==> config.mk <==
export PLATFORM = sky130hd
export DESIGN_NAME = parking_entry_gate
export DESIGN_NICKNAME = d
export VERILOG_FILES = /design/src/rtl/parking_entry_gate.sv
export SDC_FILE = /design/constraint.sdc
export NUM_CORES = 1
export LEC_CHECK = 0
export CAP_MARGIN = 20
export CORE_AREA = 4 4 70 72
export DETAILED_ROUTE_END_ITERATION = 10
export DIE_AREA = 0 0 74 76
export DONT_BUFFER_PORTS = 1
export GPL_ROUTABILITY_DRIVEN = 0
export HOLD_SLACK_MARGIN = 0.03
export PLACE_DENSITY_LB_ADDON = 0.25
export REMOVE_ABC_BUFFERS = 1
export SYNTH_ARGS = -nofsm -noshare
export SYNTH_HDL_FRONTEND = slang
export SYNTH_SLANG_ARGS = --single-unit
==> constraint.sdc <==
create_clock -name clk -period 1.7 [get_ports clk]
set_input_delay 0.34 -clock clk [delete_from_list [all_inputs] [get_ports clk]]
set_output_delay 0.34 -clock clk [all_outputs]
set_load 0.1 [all_outputs]
==> src/rtl/parking_entry_gate.sv <==
// Entry-lane barrier controller: debounces arrive/pass sensors, admits or denies by vacancy, pulses once per entered car.
// Optional GATE_STATS_EN adds saturating admitted/denied/timeout counters.
module parking_entry_gate #(
    parameter int DEBOUNCE_CYCLES = 4,
    parameter int OPEN_TIMEOUT    = 50,
    parameter int DENY_CYCLES     = 10,
    parameter int CNT_W           = 8
) (
    input  logic        clk,
    input  logic        rst,
    input  logic        arrive_sensor,
    input  logic        pass_sensor,
    input  logic        uni_badge,
    input  logic        space_avail_uni,
    input  logic        space_avail_free,
    output logic        gate_open,
    output logic        deny_light,
    output logic        entered_car,
    output logic        entered_car_uni_is,
    output logic        busy
`ifdef GATE_STATS_EN
    ,
    output logic [15:0] admitted_count,
    output logic [15:0] denied_count,
    output logic [15:0] timeout_count
`endif
);

    typedef enum logic [2:0] {
        S_IDLE,
        S_DECIDE,
        S_OPEN,
        S_WAIT_CLEAR,
        S_DENY
    } state_t;

    localparam logic [CNT_W-1:0] CNT_ONE   = CNT_W'(1);
    localparam logic [CNT_W-1:0] DB_LAST   = CNT_W'(DEBOUNCE_CYCLES - 1);
    localparam logic [CNT_W-1:0] TO_LAST   = CNT_W'(OPEN_TIMEOUT - 1);
    localparam logic [CNT_W-1:0] DENY_LAST = CNT_W'(DENY_CYCLES - 1);

    // Index 0 = arrive sensor, index 1 = pass sensor.
    logic [1:0]       w_raw;
    logic [1:0]       r_db;
    logic [CNT_W-1:0] r_db_cnt [2];
    logic             w_arrive_db;
    logic             w_pass_db;

    assign w_raw       = {pass_sensor, arrive_sensor};
    assign w_arrive_db = r_db[0];
    assign w_pass_db   = r_db[1];

    // NOTE: sequential state uses non-blocking (<=) so every register samples pre-edge values, avoiding order-dependent races.
    always_ff @(posedge clk) begin
        if (rst) begin
            r_db <= '0;
            for (int i = 0; i < 2; i++) r_db_cnt[i] <= '0;
        end else begin
            for (int i = 0; i < 2; i++) begin
                if (w_raw[i] == r_db[i]) begin
                    r_db_cnt[i] <= '0;
                end else if (r_db_cnt[i] == DB_LAST) begin
                    r_db[i]     <= w_raw[i];
                    r_db_cnt[i] <= '0;
                end else begin
                    r_db_cnt[i] <= r_db_cnt[i] + CNT_ONE;
                end
            end
        end
    end

    state_t           r_state;
    state_t           w_next_state;
    logic [CNT_W-1:0] r_cnt;
    logic [CNT_W-1:0] w_next_cnt;
    logic             r_class_uni;
    logic             w_next_class_uni;
    logic             r_arrive_prev;
    logic             r_armed;
    logic             w_entered;
    logic             w_timeout;
    logic             w_deny_entry;

    // NOTE: every combinational output gets a default first so no path leaves it unassigned and infers a latch.
    always_comb begin
        w_next_state     = r_state;
        w_next_cnt       = r_cnt;
        w_next_class_uni = r_class_uni;
        w_entered        = 1'b0;
        w_timeout        = 1'b0;
        w_deny_entry     = 1'b0;
        case (r_state)
            S_IDLE: begin
                if (w_arrive_db && !r_arrive_prev && r_armed) w_next_state = S_DECIDE;
            end
            S_DECIDE: begin
                w_next_cnt = '0;
                if (uni_badge && space_avail_uni) begin
                    w_next_state     = S_OPEN;
                    w_next_class_uni = 1'b1;
                end else if (space_avail_free) begin
                    w_next_state     = S_OPEN;
                    w_next_class_uni = 1'b0;
                end else begin
                    w_next_state = S_DENY;
                    w_deny_entry = 1'b1;
                end
            end
            S_OPEN: begin
                if (w_pass_db) begin
                    w_next_state = S_WAIT_CLEAR;
                end else if (r_cnt == TO_LAST) begin
                    w_next_state = S_IDLE;
                    w_timeout    = 1'b1;
                end else begin
                    w_next_cnt = r_cnt + CNT_ONE;
                end
            end
            S_WAIT_CLEAR: begin
                if (!w_pass_db) begin
                    w_next_state = S_IDLE;
                    w_entered    = 1'b1;
                end
            end
            S_DENY: begin
                if (r_cnt == DENY_LAST) begin
                    if (!w_arrive_db) w_next_state = S_IDLE;
                end else begin
                    w_next_cnt = r_cnt + CNT_ONE;
                end
            end
            default: w_next_state = S_IDLE;
        endcase
    end

    // A car sitting on the loop at reset must leave (raw and debounced low) before arrivals are honoured.
    always_ff @(posedge clk) begin
        if (rst) begin
            r_state            <= S_IDLE;
            r_cnt              <= '0;
            r_class_uni        <= 1'b0;
            r_arrive_prev      <= 1'b0;
            r_armed            <= 1'b0;
            gate_open          <= 1'b0;
            deny_light         <= 1'b0;
            entered_car        <= 1'b0;
            entered_car_uni_is <= 1'b0;
            busy               <= 1'b0;
        end else begin
            r_state            <= w_next_state;
            r_cnt              <= w_next_cnt;
            r_class_uni        <= w_next_class_uni;
            r_arrive_prev      <= w_arrive_db;
            r_armed            <= r_armed || (!arrive_sensor && !w_arrive_db);
            gate_open          <= (w_next_state == S_OPEN) || (w_next_state == S_WAIT_CLEAR);
            deny_light         <= (w_next_state == S_DENY);
            entered_car        <= w_entered;
            entered_car_uni_is <= w_entered && r_class_uni;
            busy               <= (w_next_state != S_IDLE);
        end
    end

`ifdef GATE_STATS_EN
    always_ff @(posedge clk) begin
        if (rst) begin
            admitted_count <= '0;
            denied_count   <= '0;
            timeout_count  <= '0;
        end else begin
            if (w_entered && admitted_count != 16'hFFFF) admitted_count <= admitted_count + 16'd1;
            if (w_deny_entry && denied_count != 16'hFFFF) denied_count <= denied_count + 16'd1;
            if (w_timeout && timeout_count != 16'hFFFF) timeout_count <= timeout_count + 16'd1;
        end
    end
`endif

endmodule

==> reports/metrics.yaml, run 1 <==
hp-class: "in -> reg"
antenna_cells: 0
syn-cell-area_mm2: 0.00187
wl_met2_mm: 1.71
cp-end-kind: "flip-flop"
cap_violations: 0
clock_sinks: 37
synth-edff-count: 16
cp_slowest_cell: "dfxtp_2"
ir_drop_uv: 377
setup_viol: 0
wire_per_inst_um: 12.9
maxUsedRoutingLayer: "met4"
first_global_vias: 1409
portBuffers: 0
layout-drive-gt1-share_pct: 18.4
die_h_um: 76
slew_violations: 0
critPathKind: "reg -> reg"
drc: 0
track_usage_pct: 14.1
rows: 24
hold-worst-slack_ps: 120
antenna_found_initial: 0
r2r_cells: 8
synth-main-ff-cell: "dfxtp_1"
async_flop_share_pct: 0
cts.path.max_buffers: 2
path_cells: "inv_1 -> ha_1 -> nor4b_4 -> buf_6 -> a2111oi_4 -> buf_4 -> o211a_1 -> nor3_1"
ios: 12
h-tree-depth: 2
post-synth-top-count-cell: "nor2_1"
die_w_um: 74
ys_ff_latch: 37
yosysTopAreaCellShare_pct: 25.7
die_area_mm2: 0.00562
holdBufCountCts: 0
vias: 1474
yosys_warnings: 0
ys_seq_area_share_pct: 48.1
drtPass1Iterations: 4
p_leak_nw: 0.914
power_density_mw_per_mm2: 716
wl_met1_mm: 1.78
fmax_mhz: 618
core_area_mm2: 0.00429
worst_setup_path_start_kind: "flip-flop"
cts_tree: "yes"
ctsRootBufferMaster: "clkbuf_8"
globalRoute.totalOverflow: 0
synthesis.instances: 189
min_period_over_period_pct: 95.2
status: "complete, no violations"
avgViaCountPerCell: 5.15
drtAntennaViolNets: 0
dp_hpwl_mm: 2.76
grt_setup_unrepaired: "yes"
synth_top_cells_by_count: "24 x nor2_1, 21 x dfxtp_1, 16 x edfxtp_1"
cp.required_ps: 1870
worstPathMaxFanout: 6
synth_cell_types: 44
drtIter0Drc: 87
start_util_pct: 43.6
cts_made_buffers: 5
cpPeakStageDelay_ps: 320
hold_viol: 0
post-place-ws_ps: 22.4
route.met3.wl_um: 128
syn_area_per_cell_um2: 9.91
synth_area_leaders: "edfxtp_1 26%, dfxtp_1 22%, nor2_1 4.8%, xor2_1 4.7%, nand3_1 3.5%"
cp.arrival_ps: 1790
wirelength_mm: 3.68
synth_top_area_cell: "edfxtp_1"
hold_depth: 1
fin_cells: 286
setup_tns_ps: 0
clk_latency_ps: 280
grt_pass1_wl_mm: 6.27
setup_slack_ps: 81.6
dpl.cell_count: 275
layout-area-overhead-vs-synth_pct: 22.0
grt_max_degree: 14
nNetsFinal: 245
clock_skew_ps: 6.26
clkSlewWorstSetupHoldPaths_ps: 70
period_needed_ps: 1620
worst paths after layout:
path                from            endpoint  slack (ps)
min reg2reg  r_class_uni  entered_car_uni_is         460
min                  rst       r_arrive_prev         120
max             r_cnt[1]            r_cnt[2]          80
max reg2reg     r_cnt[1]            r_cnt[2]          80
power by group:
part           internal (mW)  leakage, nW  switching, mW
clock network          0.285       0.0399          0.289
registers              0.953        0.335         0.0182
logic                 0.0434        0.539         0.0479
through the flow:
stage	power (mW)	utilization, %	area, µm²
after floorplan	1.05	-	1910
after global placement	1.08	50.0	2150
after detailed placement	1.08	50.0	2150
after CTS	1.66	51.8	2230
after global routing	1.72	53.2	2290
final	1.64	53.2	2290
critical path: cells and delay by family (launching register included):
family | cells | cell delay, ps
buffers and inverters | 3 | 370
and+or+nand+nor | 2 | 180
DFF | 1 | 320
adders and majority gates | 1 | 170
AOI/OAI and AO/OA | 2 | 470
what timing repair did:
action | in CTS | in global routing
endpoints found under the setup margin | 0 | 22
endpoints found under the hold margin | 0 | 0
resized for setup | 0 | 6
buffers inserted | 0 | 3
per-layer routing:
metal | vias to the layer above | global-route usage [%]
met5 | - | 0
met4 | 0 | 3.99
met3 | 6 | 3.83
met2 | 20 | 21.8
met1 | 681 | 19.0
li1 | 767 | -
layout by cell type, fill, tap and decap left out, types with 2 or more instances in the layout:
cell | netlist | routed
a2111oi_4 | 0 | 2
dfxtp_2 | 0 | 2
nand2_1 | 10 | 10
o211a_1 | 2 | 2
and3b_1 | 2 | 2
a211oi_1 | 3 | 3
o31ai_1 | 2 | 2
nor3b_1 | 3 | 3
o21ai_0 | 7 | 7
clkbuf_1 | 1 | 2
nand2b_1 | 2 | 2
and3_1 | 5 | 5
ha_1 | 5 | 5
a21oi_1 | 12 | 12
a21o_1 | 2 | 2
inv_1 | 6 | 6
nor2_1 | 24 | 24
or4_1 | 2 | 2
clkbuf_8 | 0 | 5
conb_1 | 1 | 16
nand3_1 | 13 | 13
edfxtp_1 | 16 | 16
or3_2 | 2 | 2
xor2_1 | 10 | 10
dfxtp_1 | 21 | 19
nor3_1 | 8 | 8
buf_4 | 0 | 25
nor2b_1 | 2 | 2
xnor2_1 | 4 | 4
nand3b_1 | 2 | 2
and2_1 | 2 | 2
cell families (layout without fill, tap and decap cells):
kind of cell             Yosys count  count (layout)  share of synthesized area (%)
AND/OR/NAND/NOR                   86              86                           25.5
flip-flops                        37              37                           48.1
AO/OA/AOI/OAI                     35              35                           13.5
XOR/XNOR                          14              14                           6.55
buffers and inverters             10              40                           2.34
adder cells (fa/ha/maj)            5               5                           3.34
other                              1              16                          0.200
multiplexers                       1               1                          0.534
state kept, by name, indices dropped and copies added (netlist names):
signal,cells
busy,1
deny_light,1
entered_car,1
entered_car_uni_is,1
gate_open,1
r_armed,1
r_arrive_prev,1
r_class_uni,1
r_cnt,8
r_db,2
r_db_cnt,16
r_state,3
cell type report:
type                       count  area, µm²
fill                         405       2010
clock inverter                 1       3.75
clock buffer                   7       76.3
timing repair buffer          26        199
tap                           52       65.1
inverter                       6       22.5
sequential                    37        903
multi-input combinational    157       1020
(Power assumes the default switching activity.)
==> inputs of run 2 (changes only) <==
clock period = 1.79 ns   (was 1.7 ns; I/O delays follow)
==> reports/metrics.yaml, run 2 (synthesized netlist as in run 1, its figures left out) <==
status: "complete, no violations"  # unchanged
rows: 24  # unchanged
grt_max_degree: 14  # unchanged
cp.arrival_ps: 1920  # was 1790 ps
drtIter0Drc: 57  # was 87
min_period_over_period_pct: 97.3  # was 95.2%
antenna_cells: 0  # unchanged
portBuffers: 0  # unchanged
dp_hpwl_mm: 2.69  # was 2.76 mm
p_leak_nw: 0.917  # was 0.914 nW
core_area_mm2: 0.00429  # unchanged
worst_setup_path_start_kind: "flip-flop"  # unchanged
final_util_pct: 53.0  # was 53.2%
drtAntennaViolNets: 0  # unchanged
postPlaceCellArea_mm2: 0.00213  # was 0.00215 mm²
globalRoute.totalOverflow: 0  # unchanged
cts.path.max_buffers: 2  # unchanged
nNetsFinal: 242  # was 245
cap_violations: 0  # unchanged
setup_slack_ps: 47.9  # was 81.6 ps
h-tree-depth: 2  # unchanged
cpPeakStageDelay_ps: 370  # was 320 ps
grt_pass1_wl_mm: 6.22  # was 6.27 mm
first_global_vias: 1337  # was 1409
period_needed_ps: 1740  # was 1620 ps
vias: 1454  # was 1474
cp_slowest_cell: "dfxtp_4"  # was dfxtp_2
cp.required_ps: 1970  # was 1870 ps
layout-area-overhead-vs-synth_pct: 21.4  # was 22.0%
crit_top_cell: "buf_4"
critPathKind: "reg -> reg"  # unchanged
slew_violations: 0  # unchanged
worstPathMaxFanout: 5  # was 6
cp-end-kind: "flip-flop"  # unchanged
power_density_mw_per_mm2: 724  # was 716 mW/mm²
die_h_um: 76  # unchanged
dpl.cell_count: 273  # was 275
clkSlewWorstSetupHoldPaths_ps: 70  # about the same
power_mw: 1.65  # was 1.64 mW
setup_tns_ps: 0  # unchanged
nFillCells: 409  # was 405
clock_sinks: 37  # unchanged
hold-worst-slack_ps: 128  # was 120 ps
fin_cells: 283  # was 286
ir_drop_uv: 578  # was 377 µV
setup_viol: 0  # unchanged
antenna_found_initial: 0  # unchanged
avgViaCountPerCell: 5.14  # was 5.15
fmax_mhz: 574  # was 618 MHz
reg_top3: "r_db_cnt (16), r_cnt (8), r_state (3)"  # unchanged
start_util_pct: 43.6  # unchanged
die_w_um: 74  # unchanged
cts_tree: "yes"  # unchanged
fin_area_mm2: 0.00227  # was 0.00229 mm²
hp-class: "in -> reg"  # unchanged
wire_per_inst_um: 12.9  # about the same
clock_skew_ps: 6.30  # was 6.26 ps
die_area_mm2: 0.00562  # unchanged
drc: 0  # unchanged
drtPass1Iterations: 4  # unchanged
path_cells: "inv_1 -> ha_1 -> nor4b_4 -> buf_4 -> a2111oi_2 -> buf_4 -> a211oi_2 -> a21o_1"  # was inv_1 -> ha_1 -> nor4b_4 -> buf_6 -> a2111oi_4 -> buf_4 -> o211a_1 -> nor3_1
ctsRootBufferMaster: "clkbuf_8"  # unchanged
layout-drive-gt1-share_pct: 18.2  # was 18.4%
layout_commonest_cell: "nor2_1"  # was buf_4
wirelength_mm: 3.66  # was 3.68 mm
largest_reg_flops: 16  # unchanged
mostFrequentLayoutCells: "24 x nor2_1, 23 x buf_4, 20 x dfxtp_1"  # was 25 x buf_4, 24 x nor2_1, 19 x dfxtp_1
regMostFlops: "r_db_cnt"  # unchanged
cts_made_buffers: 5  # unchanged
post-place-ws_ps: 61.5  # was 22.4 ps
track_usage_pct: 14.1  # about the same
clk_latency_ps: 280  # about the same
hold_viol: 0  # unchanged
ios: 12  # unchanged
## run 2: final timing paths
check / cells after the start / slack (ps) / from / endpoint
setup / recovery: 8 / 50 / r_cnt[1] / r_cnt[1]
hold / removal: 1 / 130 / rst / r_arrive_prev
setup reg to reg: 8 / 50 / r_cnt[1] / r_cnt[1]
hold reg to reg: 2 / 470 / r_armed / r_armed
## run 2: critical path: cells and delay by family, from the launching register on
kind / cells / cell delay, ps
DFF: 1 / 370
and+or+nand+nor: 1 / 130
adders and majority gates: 1 / 180
AOI/OAI and AO/OA: 3 / 550
buffers and inverters: 3 / 410
## run 2: layout make-up
type	instances	area (µm²)	area share [%]
well taps	52	65.1	2.86
clock buffers	7	97.6	4.29
flip-flops and latches	37	905	39.8
multi-input cells	157	1010	44.3
repair buffers	23	173	7.59
inverters	6	22.5	0.990
clock inverters	1	5.00	0.220
## run 2: where the power goes
group          switching, mW  total (mW)  internal [mW]
clock network          0.287       0.644          0.357
registers             0.0178       0.921          0.904
logic                 0.0439      0.0815         0.0376
total                  0.349        1.65           1.30
## run 2: layer usage
layer | GRT usage (%) | share of wire, % | vias up
li1 | - | - | 753
met1 | 19.7 | 49 | 673
met2 | 20.2 | 45 | 22
met4 | 5.07 | 1.8 | 0
met3 | 4.49 | 4.1 | 6
met5 | 0 | 0 | -
## run 2: what timing repair did
action,4_1_cts,5_1_grt
hold buffers,0,0
setup endpoints to repair,2,5
gates resized for setup,0,6
buffers inserted,1,1
endpoints found under the hold margin,0,0
==> inputs of run 3 (changes only) <==
RECOVER_POWER = 25   (was not set)
==> reports/metrics.yaml, run 3 (synthesized netlist as in run 1, its figures left out) <==
status: "complete, no violations"  # unchanged
wirelength_mm: 3.65  # was 3.66 mm
ios: 12  # unchanged
mostFrequentLayoutCells: "24 x nor2_1, 20 x dfxtp_1, 16 x buf_4, 16 x edfxtp_1, 16 x conb_1"  # was 24 x nor2_1, 23 x buf_4, 20 x dfxtp_1
swShare_pct: 21.2  # about the same
clock_sinks: 37  # unchanged
regMostFlops: "r_db_cnt"  # unchanged
cp.arrival_ps: 1920  # about the same
antenna_cells: 0  # unchanged
max_slew_margin_pct: 63.6
start_util_pct: 43.6  # unchanged
min_period_over_period_pct: 97.3  # about the same
cp.required_ps: 1970  # about the same
ctsRootBufferMaster: "clkbuf_8"  # unchanged
cp-end-kind: "flip-flop"  # unchanged
h-tree-depth: 2  # unchanged
power_mw: 1.65  # about the same
reg2reg_to: "r_cnt[1]"  # unchanged
drtAntennaViolNets: 0  # unchanged
nFillCells: 413  # was 409
hold_start: "rst"  # unchanged
dpl.cell_count: 273  # unchanged
worst_setup_path_start_kind: "flip-flop"  # unchanged
drtPass1Iterations: 4  # unchanged
critPathKind: "reg -> reg"  # unchanged
ir_drop_uv: 578  # about the same
clock_skew_ps: 6.30  # about the same
rows: 24  # unchanged
holdPathEnd: "r_arrive_prev"  # unchanged
nNetsFinal: 242  # unchanged
hold_viol: 0  # unchanged
cts_tree: "yes"  # unchanged
clkPwrFrac_pct: 39.1  # about the same
fin_cells: 283  # unchanged
crit_top_cell: "buf_4"  # unchanged
layout-area-overhead-vs-synth_pct: 20.4  # was 21.4%
path_cells: "inv_1 -> ha_1 -> nor4b_4 -> buf_4 -> a2111oi_2 -> buf_4 -> a211oi_2 -> a21o_1"  # unchanged
p_sw_mw: 0.349  # about the same
die_h_um: 76  # unchanged
core_area_mm2: 0.00429  # unchanged
die_area_mm2: 0.00562  # unchanged
r2r-start: "r_cnt[1]"  # unchanged
grt_max_degree: 14  # unchanged
track_usage_pct: 14.1  # unchanged
fmax_mhz: 574  # about the same
hold_depth: 1  # unchanged
portBuffers: 0  # unchanged
power_density_mw_per_mm2: 731  # was 724 mW/mm²
antenna_found_initial: 0  # unchanged
vias: 1444  # was 1454
largest_reg_flops: 16  # unchanged
die_w_um: 74  # unchanged
worstPathMaxFanout: 5  # unchanged
cp_slowest_cell: "dfxtp_4"  # unchanged
setup_viol: 0  # unchanged
clk_latency_ps: 280  # about the same
period_needed_ps: 1740  # about the same
grt_pass1_wl_mm: 6.22  # unchanged
cts_made_buffers: 5  # unchanged
p_leak_nw: 0.905  # was 0.917 nW
worstMarginPinSlew_ps: 548
slew_violations: 0  # unchanged
cts.path.max_buffers: 2  # unchanged
power_frac_seq_pct: 55.9  # about the same
first_global_vias: 1337  # unchanged
drtIter0Drc: 51  # was 57
internal_power_mw: 1.30  # about the same
dp_hpwl_mm: 2.69  # unchanged
globalRoute.totalOverflow: 0  # unchanged
cap_violations: 0  # unchanged
drc: 0  # unchanged
cpPeakStageDelay_ps: 370  # about the same
wire_per_inst_um: 12.9  # about the same
avgViaCountPerCell: 5.10  # was 5.14
r2r_cells: 8  # unchanged
reg_top3: "r_db_cnt (16), r_cnt (8), r_state (3)"  # unchanged
clkSlewWorstSetupHoldPaths_ps: 70  # about the same
layout-drive-gt1-share_pct: 17.3  # was 18.2%
layout_commonest_cell: "nor2_1"  # unchanged
comb_power_share_pct: 4.9  # about the same
hp-class: "in -> reg"  # unchanged
regToRegSetupSlack_ps: 50  # about the same
[run 3: repair_timing]
| action | 4_1_cts | 5_1_grt |
|---|---|---|
| gates resized for setup | 0 | 6 |
| endpoints found under the setup margin | 2 | 5 |
| hold endpoints to repair | 0 | 0 |
| setup buffers | 1 | 1 |
| hold buffers | 0 | 0 |
[run 3: layout make-up]
| cell class | count | area [µm²] | area share (%) |
|---|---|---|---|
| inverters | 6 | 22.5 | 0.999 |
| well taps | 52 | 65.1 | 2.89 |
| repair buffers | 23 | 153 | 6.77 |
| flip-flops and latches | 37 | 905 | 40.1 |
| clock inverters | 1 | 5.00 | 0.222 |
| multi-input cells | 157 | 1010 | 44.7 |
| clock buffers | 7 | 97.6 | 4.33 |
[run 3: power by group through the flow]
stage | logic, mW | registers (mW) | clock network [mW]
2_1_floorplan | 0.0519 | 0.941 | 0
3_3_place_gp | 0.0793 | 0.941 | 0
3_5_place_dp | 0.0797 | 0.942 | 0
4_1_cts | 0.0806 | 0.922 | 0.677
5_1_grt | 0.0943 | 0.924 | 0.712
6_report | 0.0814 | 0.921 | 0.644
[run 3: critical path: cells and delay by family, from the launching register on]
kind	cells	cell delay, ps
DFF	1	370
AOI/OAI and AO/OA	3	550
adders and majority gates	1	180
and+or+nand+nor	1	130
buffers and inverters	3	410
[run 3: worst max path at each step]
stage | start | end | depth (start not counted)
final | r_cnt[1] | r_cnt[1] | 8
after CTS | r_cnt[1] | r_cnt[1] | 7
after floorplan | r_state[1] | r_cnt[3] | 4
after global placement | r_cnt[1] | busy | 6
after global routing | r_cnt[1] | r_cnt[1] | 8
after detailed placement | r_cnt[1] | r_cnt[0] | 7
[run 3: metal layers]
layer | share of wire (%) | routed length, µm | global-route usage [%] | vias up
met5 | 0 | 0 | 0 | -
met4 | 1.8 | 65 | 5.07 | 0
li1 | - | - | - | 754
met1 | 49 | 1790 | 19.7 | 668
met2 | 45 | 1650 | 20.2 | 16
met3 | 3.8 | 140 | 4.49 | 6
[run 3: per-stage QoR]
step | setup WS (ps) | TNS [ps] | hold slack, ps | utilization, % | area [µm²]
2_1_floorplan | 141 | 0 | 425 | - | 1910
3_3_place_gp | 66.2 | 0 | 430 | 49.6 | 2130
3_5_place_dp | 61.5 | 0 | 430 | 49.6 | 2130
4_1_cts | 0.489 | 0 | 117 | 52.2 | 2240
5_1_grt | -5.31 | -5.31 | 115 | 52.5 | 2250
6_report | 47.6 | 0 | 127 | 52.5 | 2250
